File: src/rtl/note_sequencer.sv
// note_sequencer: steps a note ROM and drives a tone generator.
// Ports: clk, rst_n, ticks_per_milli, play, loop, rom_addr/rom_data,
//        tone_en, tone_note, busy, done, led.
module note_sequencer #(
  parameter int SONG_LEN    = 16,
  parameter int DUR_UNIT_MS = 50,
  parameter int GAP_MS      = 20,
  localparam int AW = (SONG_LEN > 1) ? $clog2(SONG_LEN) : 1
) (
  input  logic          clk,
  input  logic          rst_n,
  input  logic [15:0]   ticks_per_milli,
  input  logic          play,
  input  logic          loop,
  output logic [AW-1:0] rom_addr,
  input  logic [7:0]    rom_data,
  output logic          tone_en,
  output logic [4:0]    tone_note,
  output logic          busy,
  output logic          done,
  output logic [7:0]    led
);

  localparam logic [AW-1:0] LAST = AW'(SONG_LEN - 1);

  typedef enum logic [2:0] {
    S_IDLE,
    S_FETCH,
    S_PLAY,
    S_GAP,
    S_DONE
  } state_t;

  state_t state, state_d;

  logic [15:0] tick_cnt;
  logic [15:0] ms_left;
  logic [15:0] t_last;
  logic [15:0] ms_dur;
  logic        need_low;
  logic        wrap;
  logic        expire;
  logic        end_entry;
  logic        at_last;
  logic        timing;

  // 0 ticks/ms behaves as 1, so the last tick index is 0.
  assign t_last = (ticks_per_milli == 16'd0) ? 16'd0
                : ticks_per_milli - 16'd1;
  // >= keeps the count sane if the scale shrinks mid-note.
  assign wrap      = tick_cnt >= t_last;
  assign expire    = wrap && (ms_left <= 16'd1);
  assign end_entry = rom_data == 8'h00;
  assign at_last   = rom_addr == LAST;
  assign timing    = (state == S_PLAY) || (state == S_GAP);
  assign ms_dur    = ({13'd0, rom_data[2:0]} + 16'd1)
                   * 16'(DUR_UNIT_MS);

  always_ff @(posedge clk or negedge rst_n) begin
    if (!rst_n) state <= S_IDLE;
    else        state <= state_d;
  end

  always_comb begin
    state_d = state;
    if (!play) begin
      state_d = S_IDLE;
    end else begin
      unique case (state)
        S_IDLE:  if (!need_low) state_d = S_FETCH;
        S_FETCH: begin
          if (end_entry) state_d = loop ? S_FETCH : S_DONE;
          else           state_d = S_PLAY;
        end
        S_PLAY: begin
          if (expire) begin
            if (GAP_MS > 0)          state_d = S_GAP;
            else if (at_last && !loop) state_d = S_DONE;
            else                     state_d = S_FETCH;
          end
        end
        S_GAP: begin
          if (expire) begin
            if (at_last && !loop) state_d = S_DONE;
            else                  state_d = S_FETCH;
          end
        end
        S_DONE:  state_d = S_IDLE;
        default: state_d = S_IDLE;
      endcase
    end
  end

  always_comb begin
    tone_en = (state == S_PLAY) && (tone_note != 5'd0);
    busy    = state != S_IDLE;
    done    = state == S_DONE;
    led     = {tone_en, 2'b00, tone_note};
  end

  always_ff @(posedge clk or negedge rst_n) begin
    if (!rst_n) begin
      rom_addr  <= '0;
      tone_note <= '0;
      tick_cnt  <= '0;
      ms_left   <= '0;
      need_low  <= 1'b0;
    end else if (!play) begin
      rom_addr  <= '0;
      tone_note <= '0;
      tick_cnt  <= '0;
      ms_left   <= '0;
      need_low  <= 1'b0;
    end else begin
      // Block a replay until play has been seen low again.
      if (state == S_DONE) need_low <= 1'b1;
      if (state == S_FETCH) begin
        if (end_entry) begin
          if (loop) rom_addr <= '0;
        end else begin
          tone_note <= rom_data[7:3];
          ms_left   <= ms_dur;
          tick_cnt  <= '0;
        end
      end
      if (timing) begin
        if (wrap) begin
          tick_cnt <= '0;
          ms_left  <= ms_left - 16'd1;
        end else begin
          tick_cnt <= tick_cnt + 16'd1;
        end
        if (expire) begin
          if (state == S_PLAY && GAP_MS > 0) begin
            ms_left <= 16'(GAP_MS);
          end else begin
            rom_addr <= at_last ? '0 : rom_addr + AW'(1);
          end
        end
      end
      if (state == S_DONE) begin
        rom_addr  <= '0;
        tone_note <= '0;
      end
    end
  end

endmodule

File: config.mk
export PLATFORM = sky130hd
export DESIGN_NAME = note_sequencer
export DESIGN_NICKNAME = d
export VERILOG_FILES = /design/src/rtl/note_sequencer.sv
export SDC_FILE = /design/constraint.sdc
export NUM_CORES = 1
export LEC_CHECK = 0
export ABC_AREA = 1
export BUFFER_PORTS_ARGS = -buffer_cell sky130_fd_sc_hd__buf_2
export CAP_MARGIN = 20
export CORE_UTILIZATION = 60
export CTS_CLUSTER_DIAMETER = 50
export DETAILED_ROUTE_END_ITERATION = 6
export PLACE_DENSITY = 0.83
export SYNTH_ARGS = -nofsm -noshare
export SYNTH_HDL_FRONTEND = slang
export SYNTH_SLANG_ARGS = --single-unit
File: constraint.sdc
create_clock -name clk -period 2.5 [get_ports clk]
set_input_delay 0.25 -clock clk [delete_from_list [all_inputs] [get_ports clk]]
set_output_delay 0.25 -clock clk [all_outputs]
set_load 0.01 [all_outputs]
## Word-level counts from Yosys, hierarchy flattened

Index checks and enable logic that the tools add are counted.

- Register bits after elaboration: 45
- Input port bits: 28
- Word-level logic and storage cells: 76
- Output and inout bits: 20

- $mul: 1
- Eq/ne operators: 13
- Multiplexer cells: 36
- Reductions and logical operators: 13
- Add/sub/neg operators: 5
- $lt $le $gt $ge: 2

Operators by type and width:

| cell | number |
|---|---|
| $mux W16 | 13 |
| $mux W4 | 9 |
| $sub A16 B1 Y16 const B | 2 |
| $mux W3 | 7 |
| $mux W5 | 4 |
| $add A16 B1 Y16 const B | 1 |
| $ge A16 B16 Y1 | 1 |
| $le A16 B1 Y1 const B | 1 |
| $logic_not A16 Y1 | 1 |
| $ne A3 B3 Y1 const B | 4 |
| $pmux W3 S4 | 1 |
| $mul A4 B5 Y9 const B | 1 |
| $logic_not A8 Y1 | 1 |
| $eq A3 B2 Y1 const B | 2 |
| $ne A3 B1 Y1 const B | 2 |
| $reduce_bool A5 Y1 | 1 |
| $add A3 B1 Y4 const B | 1 |
| $add A4 B1 Y4 const B | 1 |
| $eq A4 B4 Y1 const B | 1 |
| $reduce_and A2 Y1 | 2 |
| $eq A3 B1 Y1 const B | 1 |
| $eq A3 B3 Y1 const B | 1 |
| $logic_and A1 B1 Y1 | 3 |
| $logic_not A3 Y1 | 1 |
| 7 further kinds | 8 |

## Depth between registers and ports, before layout

- Word-level depth: 9
- Mapped depth: 22
- Mapped depth without buffers: 21

## Least setup slack after synthesis

Ideal clock, no wire load.

- Path type: input -> register
- Start: input port ticks_per_milli[0]
- End: register ms_left[7]
- Buffers on the path: 1
- Data arrival time: 2.417 ns
- Cell stages on the path: 20
- Setup slack: -0.038 ns
- Setup time: 0.121 ns
- Required time: 2.379 ns
- Path through: inv_1 -> ha_1 -> nand2_1 -> nor2_1 -> inv_1 -> nor2_1 -> nand3_1 -> o21ai_0 -> a21o_1 -> ha_1 -> nand2_1 -> o21bai_1 -> nand2_1 -> a21oi_2 -> nand3_4 -> nand2_4 -> buf_6 -> nand3_1 -> nand2_1 -> nor2_1

- Longest elaborated chain between the ends: 8
- Elaborated cells on any way between the ends: 10
- Those cells by class: add/sub: 1; order compare: 1; mux: 6; reduce/logical: 2

Ends and longest elaborated chain:

| element | RTL line | RTL |
|---|---|---|
| start: declaration | 12 | `input logic [15:0] ticks_per_milli,` |
| $sub A16 B1 Y16 / $logic_not A16 Y1 (equally long branches) | 49, 48 |  |
| $mux W16 * | 48 | `assign t_last = (ticks_per_milli == 16'd0) ? 16'd0` |
| $ge A16 B16 Y1 * | 51 | `assign wrap = tick_cnt >= t_last;` |
| $mux W16 | 127 | `if (wrap) begin` |
| $mux W16 | 134 | `if (state == S_PLAY && GAP_MS > 0) begin` |
| $mux W16 * | 133 | `if (expire) begin` |
| $mux W16 * | 126 | `if (timing) begin` |
| $mux W16 * | 108 | `end else if (!play) begin` |
| end signal: assignment | 122 | `ms_left <= ms_dur;` |
| end signal: assignment | 129 | `ms_left <= ms_left - 16'd1;` |
| end signal: assignment | 135 | `ms_left <= 16'(GAP_MS);` |
| end: declaration | 37 | `logic [15:0] ms_left;` |

Every way passes the cells marked *; elsewhere a longest branch is shown, timed or not.
A chain may end at the register's enable or synchronous reset.

## Worst setup path in the final report

- Start: input port ticks_per_milli[2]
- End: register rom_addr[0]

- Longest elaborated chain between the ends: 8
- Elaborated cells on any way between the ends: 9
- Those cells by class: add/sub: 1; order compare: 1; mux: 5; reduce/logical: 2

Ends and longest elaborated chain:

| element | RTL line | RTL |
|---|---|---|
| $sub A16 B1 Y16 / $logic_not A16 Y1 (equally long branches) | 49, 48 |  |
| $mux W16 * | 48 |  |
| $ge A16 B16 Y1 * | 51 |  |
| $logic_and A1 B1 Y1 * | 52 | `assign expire = wrap && (ms_left <= 16'd1);` |
| $mux W4 * | 133 |  |
| $mux W4 * | 126 |  |
| $mux W4 * | 141 | `if (state == S_DONE) begin` |
| $mux W4 * | 108 |  |
| end signal: assignment | 137 | `rom_addr <= at_last ? '0 : rom_addr + AW'(1);` |
| end: declaration | 15 | `output logic [AW-1:0] rom_addr,` |

Marks and branches as above.

==> out/qor.csv <==
stage;metric;value;unit
synth;synth.avg_cell_area;6.876;sq um
drt;routed_wl;9.763;mm
grt;grt_max_degree;24;
synth;synth_edf_count;0;
synth;synthesis.yosys.warnings;0;
sta;setup_viol;0;
clocking;cts.htree.levels;2;
floorplan;dieArea;6989;sq um
setup_path;cp.required;2.69;ns
setup_path;slowest_delay;0.20;ns
synth;ys_seq_elements;45;
drt;route.met3.wl;393;um
floorplan;num_io_pins;48;
setup_path;cpLargestDelayFamily;simple AND/OR/NAND/NOR gates;
setup_path;cpMaxStageDelayCell;ha_4;
place;io_buffer_count;45;
synth;synth_top_area_cell;dfrtp_1;
setup_path;path_cells;buf_6, buf_4, nor2_4, nand2_2, nor2_4, inv_2, nor2_4, nand3_2, o21ai_2, a21o_1, ha_4, nand2_2, o21bai_1, nand2_1, a21oi_2, nand3_4, buf_6, nand3_4, nand2_2, nand2_1, nor2_1;
final_layout;multi_input_area;2751;sq um
drt;ant_nets;0;
synth;netlist_area;3995;sq um
setup_path;worstSetupPathType;in -> reg;
power_and_ir_drop;ir_worst_vdd;0.4027;mV
drt;drt-initial-drc-count;156;
sta;max_slew_margin;0.6658;
final_layout;finish.utilization;0.7631;
final_layout;fin_cells;734;
final_layout;area_growth;21.99;%
clocking;cts_tree;yes;
drt;first_pass_iters;4;
final_layout;seqCellArea;1126;sq um
synth;ys_types;39;
floorplan;fp.dieW;83.60;um
place;gp_congestion;0.9079;
synth;async_flop_share;1.000;
clocking;cts_made_buffers;5;
setup_path;end_kind;register;
synth;synthTopCellsByArea;dfrtp_1 28%, nand2_1 14%, ha_1 10%;
floorplan;start_util;0.6256;
sta;max_freq;406.0;MHz
drt;vias;3993;
final_layout;n_antenna_cell;0;
floorplan;num_rows;29;
grt;grt-ovfl-total;0;
sta;rsz0062_at_grt;yes;
setup_path;critPathLaunchType;input port;
grt;track_usage;0.2679;
drt;met1_length;3.886;mm
drt;wl_per_cell;13.30;um
worst_hold_path;hold_class;in -> reg;
sta;fin_crit_sh;0.9852;
clocking;clkTransAtPathRegs;0.08;ns
place;post-place-cells;719;
setup_path;cp_max_fo;7;
final_layout;fillers;465;
job;maxCapViolCount;0;
power_and_ir_drop;p_total;2.765;mW
synth;ys.flop_type;dfrtp_1;
setup_path;cp_num_buf_inv;4;
drt;drc;0;
clocking;cts.sinks;45;
power_and_ir_drop;power.leakage;2.593;nW
grt;grt_pass1_wl;15.68;mm
final_layout;final_net_count;716;
sta;worst_pin_slew;0.5012;ns
clocking;clk-insertion-delay-late;0.30;ns
floorplan;die_y;83.60;um
drt;viasPerCell;5.440;
drt;top_layer;met4;
setup_path;cp.arrival;2.66;ns
grt;grt_pass1_vias;3791;
floorplan;design.core.area;6386;sq um
drt;wl_met2;5.321;mm
synth;syn_inst;581;
synth;synth_top_cell_area_share;0.2819;
run_status;outcome;completed;
clocking;clockBufferDepth;2;
power_and_ir_drop;power-per-cell-area;567.4;nW/um^2
sta;hold_violations;0;
clocking;cts-root-buf;clkbuf_8;
sta;min_period;2.463;ns
grt;antenna_found_initial;0;
sta;whs;0.2332;ns
place;place_hpwl;7.259;mm
final_layout;drive_above_1_share;0.2679;
sta;drv_slew;0;
synth;synth-seq-area-share;0.2819;
sta;skew;0.008338;ns
==> layer usage <==
metal  up-vias  track usage
met5         -            0
met4         0      0.08629
met3        18      0.03066
met2       124       0.5085
met1      1850       0.3107
li1       2001            -
==> cell families (layout without fill, tap and decap cells) <==
| group | count (synthesis) | count (layout) | synth area share |
|---|---|---|---|
| AND/OR/NAND/NOR | 341 | 342 | 0.3893 |
| buffers and inverters | 91 | 164 | 0.1008 |
| flip-flops | 45 | 45 | 0.2819 |
| AO/OA/AOI/OAI | 40 | 40 | 0.05825 |
| adder cells (fa/ha/maj) | 32 | 32 | 0.1002 |
| XOR/XNOR | 30 | 30 | 0.06577 |
| other | 1 | 3 | 0.0009387 |
| multiplexers | 1 | 1 | 0.002818 |
==> cell usage in the layout, fill, tap and decap left out, drive strengths merged, types with 13 or more instances in the layout <==
cell type  Yosys  routed
buf           16      81
dfrtp         45      45
ha            32      32
inv           74      74
nand2        155     156
nand3         60      60
nor2          87      87
nor3          13      13
o21ai         21      21
xor2          24      24
==> worst min-delay path, cell delays in order <==
cell	delay [ns]
buf_2	0.10
inv_1	0.05
o21ai_0	0.09
==> final cells by class <==
class / count / share of cell area
multi-input cells: 448 / 0.5646
flip-flops and latches: 45 / 0.2311
repair buffers: 82 / 0.1091
inverters: 74 / 0.05854
well taps: 77 / 0.01977
clock buffers: 6 / 0.01489
clock inverters: 2 / 0.002054
==> metrics by stage <==
stage / instance area, sq um / worst slack (ns) / TNS, ns
after detailed placement: 4447 / -0.4007 / -11.73
final: 4873 / 0.03709 / 0
after CTS: 4561 / 0.004940 / 0
after floorplan: 4015 / 0.01441 / 0
after global placement: 4447 / -0.3099 / -8.919
after global routing: 4873 / -0.1090 / -1.931
==> cells in the mapped netlist, drive strengths merged, types with 7 or more instances <==
library cell  number
dfrtp             45
inv               74
buf               16
o21ai             21
nand3             60
xor2              24
a21oi             10
nor2              87
nand2            155
ha                32
nor3              13
or2                7
nand4             11
==> sequential cells by signal, summed over array words and instances, names as in the netlist <==
| name | count |
|---|---|
| ms_left | 16 |
| tick_cnt | 16 |
| tone_note | 5 |
| rom_addr | 4 |
| need_low | 1 |
| state | 3 |
==> report_power, final <==
part	switching, mW	internal, mW	total (mW)
Clock	0.248	0.194	0.442
Sequential	0.0899	0.799	0.889
Combinational	0.910	0.524	1.43
Total	1.25	1.52	2.76
==> path summary, 6_finish.rpt <==
| kind | to | start | slack [ns] | cells past startpoint |
|---|---|---|---|---|
| worst min-delay path | tone_note[4]$_DFFE_PN0P_ | rom_data[7] | 0.23 | 3 |
| worst max-delay path | rom_addr[0]$_DFF_PN0_ | ticks_per_milli[2] | 0.04 | 21 |
| min in group asynchronous | tick_cnt[9]$_DFFE_PN0P_ | rst_n | 0.44 | 2 |
| worst min register to register | need_low$_DFFE_PN0P_ | need_low$_DFFE_PN0P_ | 0.52 | 2 |
| worst max register to register | rom_addr[0]$_DFF_PN0_ | tick_cnt[11]$_DFFE_PN0P_ | 0.41 | 11 |
| max in group asynchronous | rom_addr[0]$_DFF_PN0_ | rst_n | 1.48 | 3 |
==> repair_timing <==
item                                    4_1_cts  5_1_grt
pin swaps                                     2       32
endpoints found under the hold margin        21        0
setup buffers                                 0        4
gates cloned                                  0        2
hold buffers                                  1        0
resized for setup                             6       69
endpoints found under the setup margin        9       39
No activity file was read; power rests on OpenSTA's default activity.
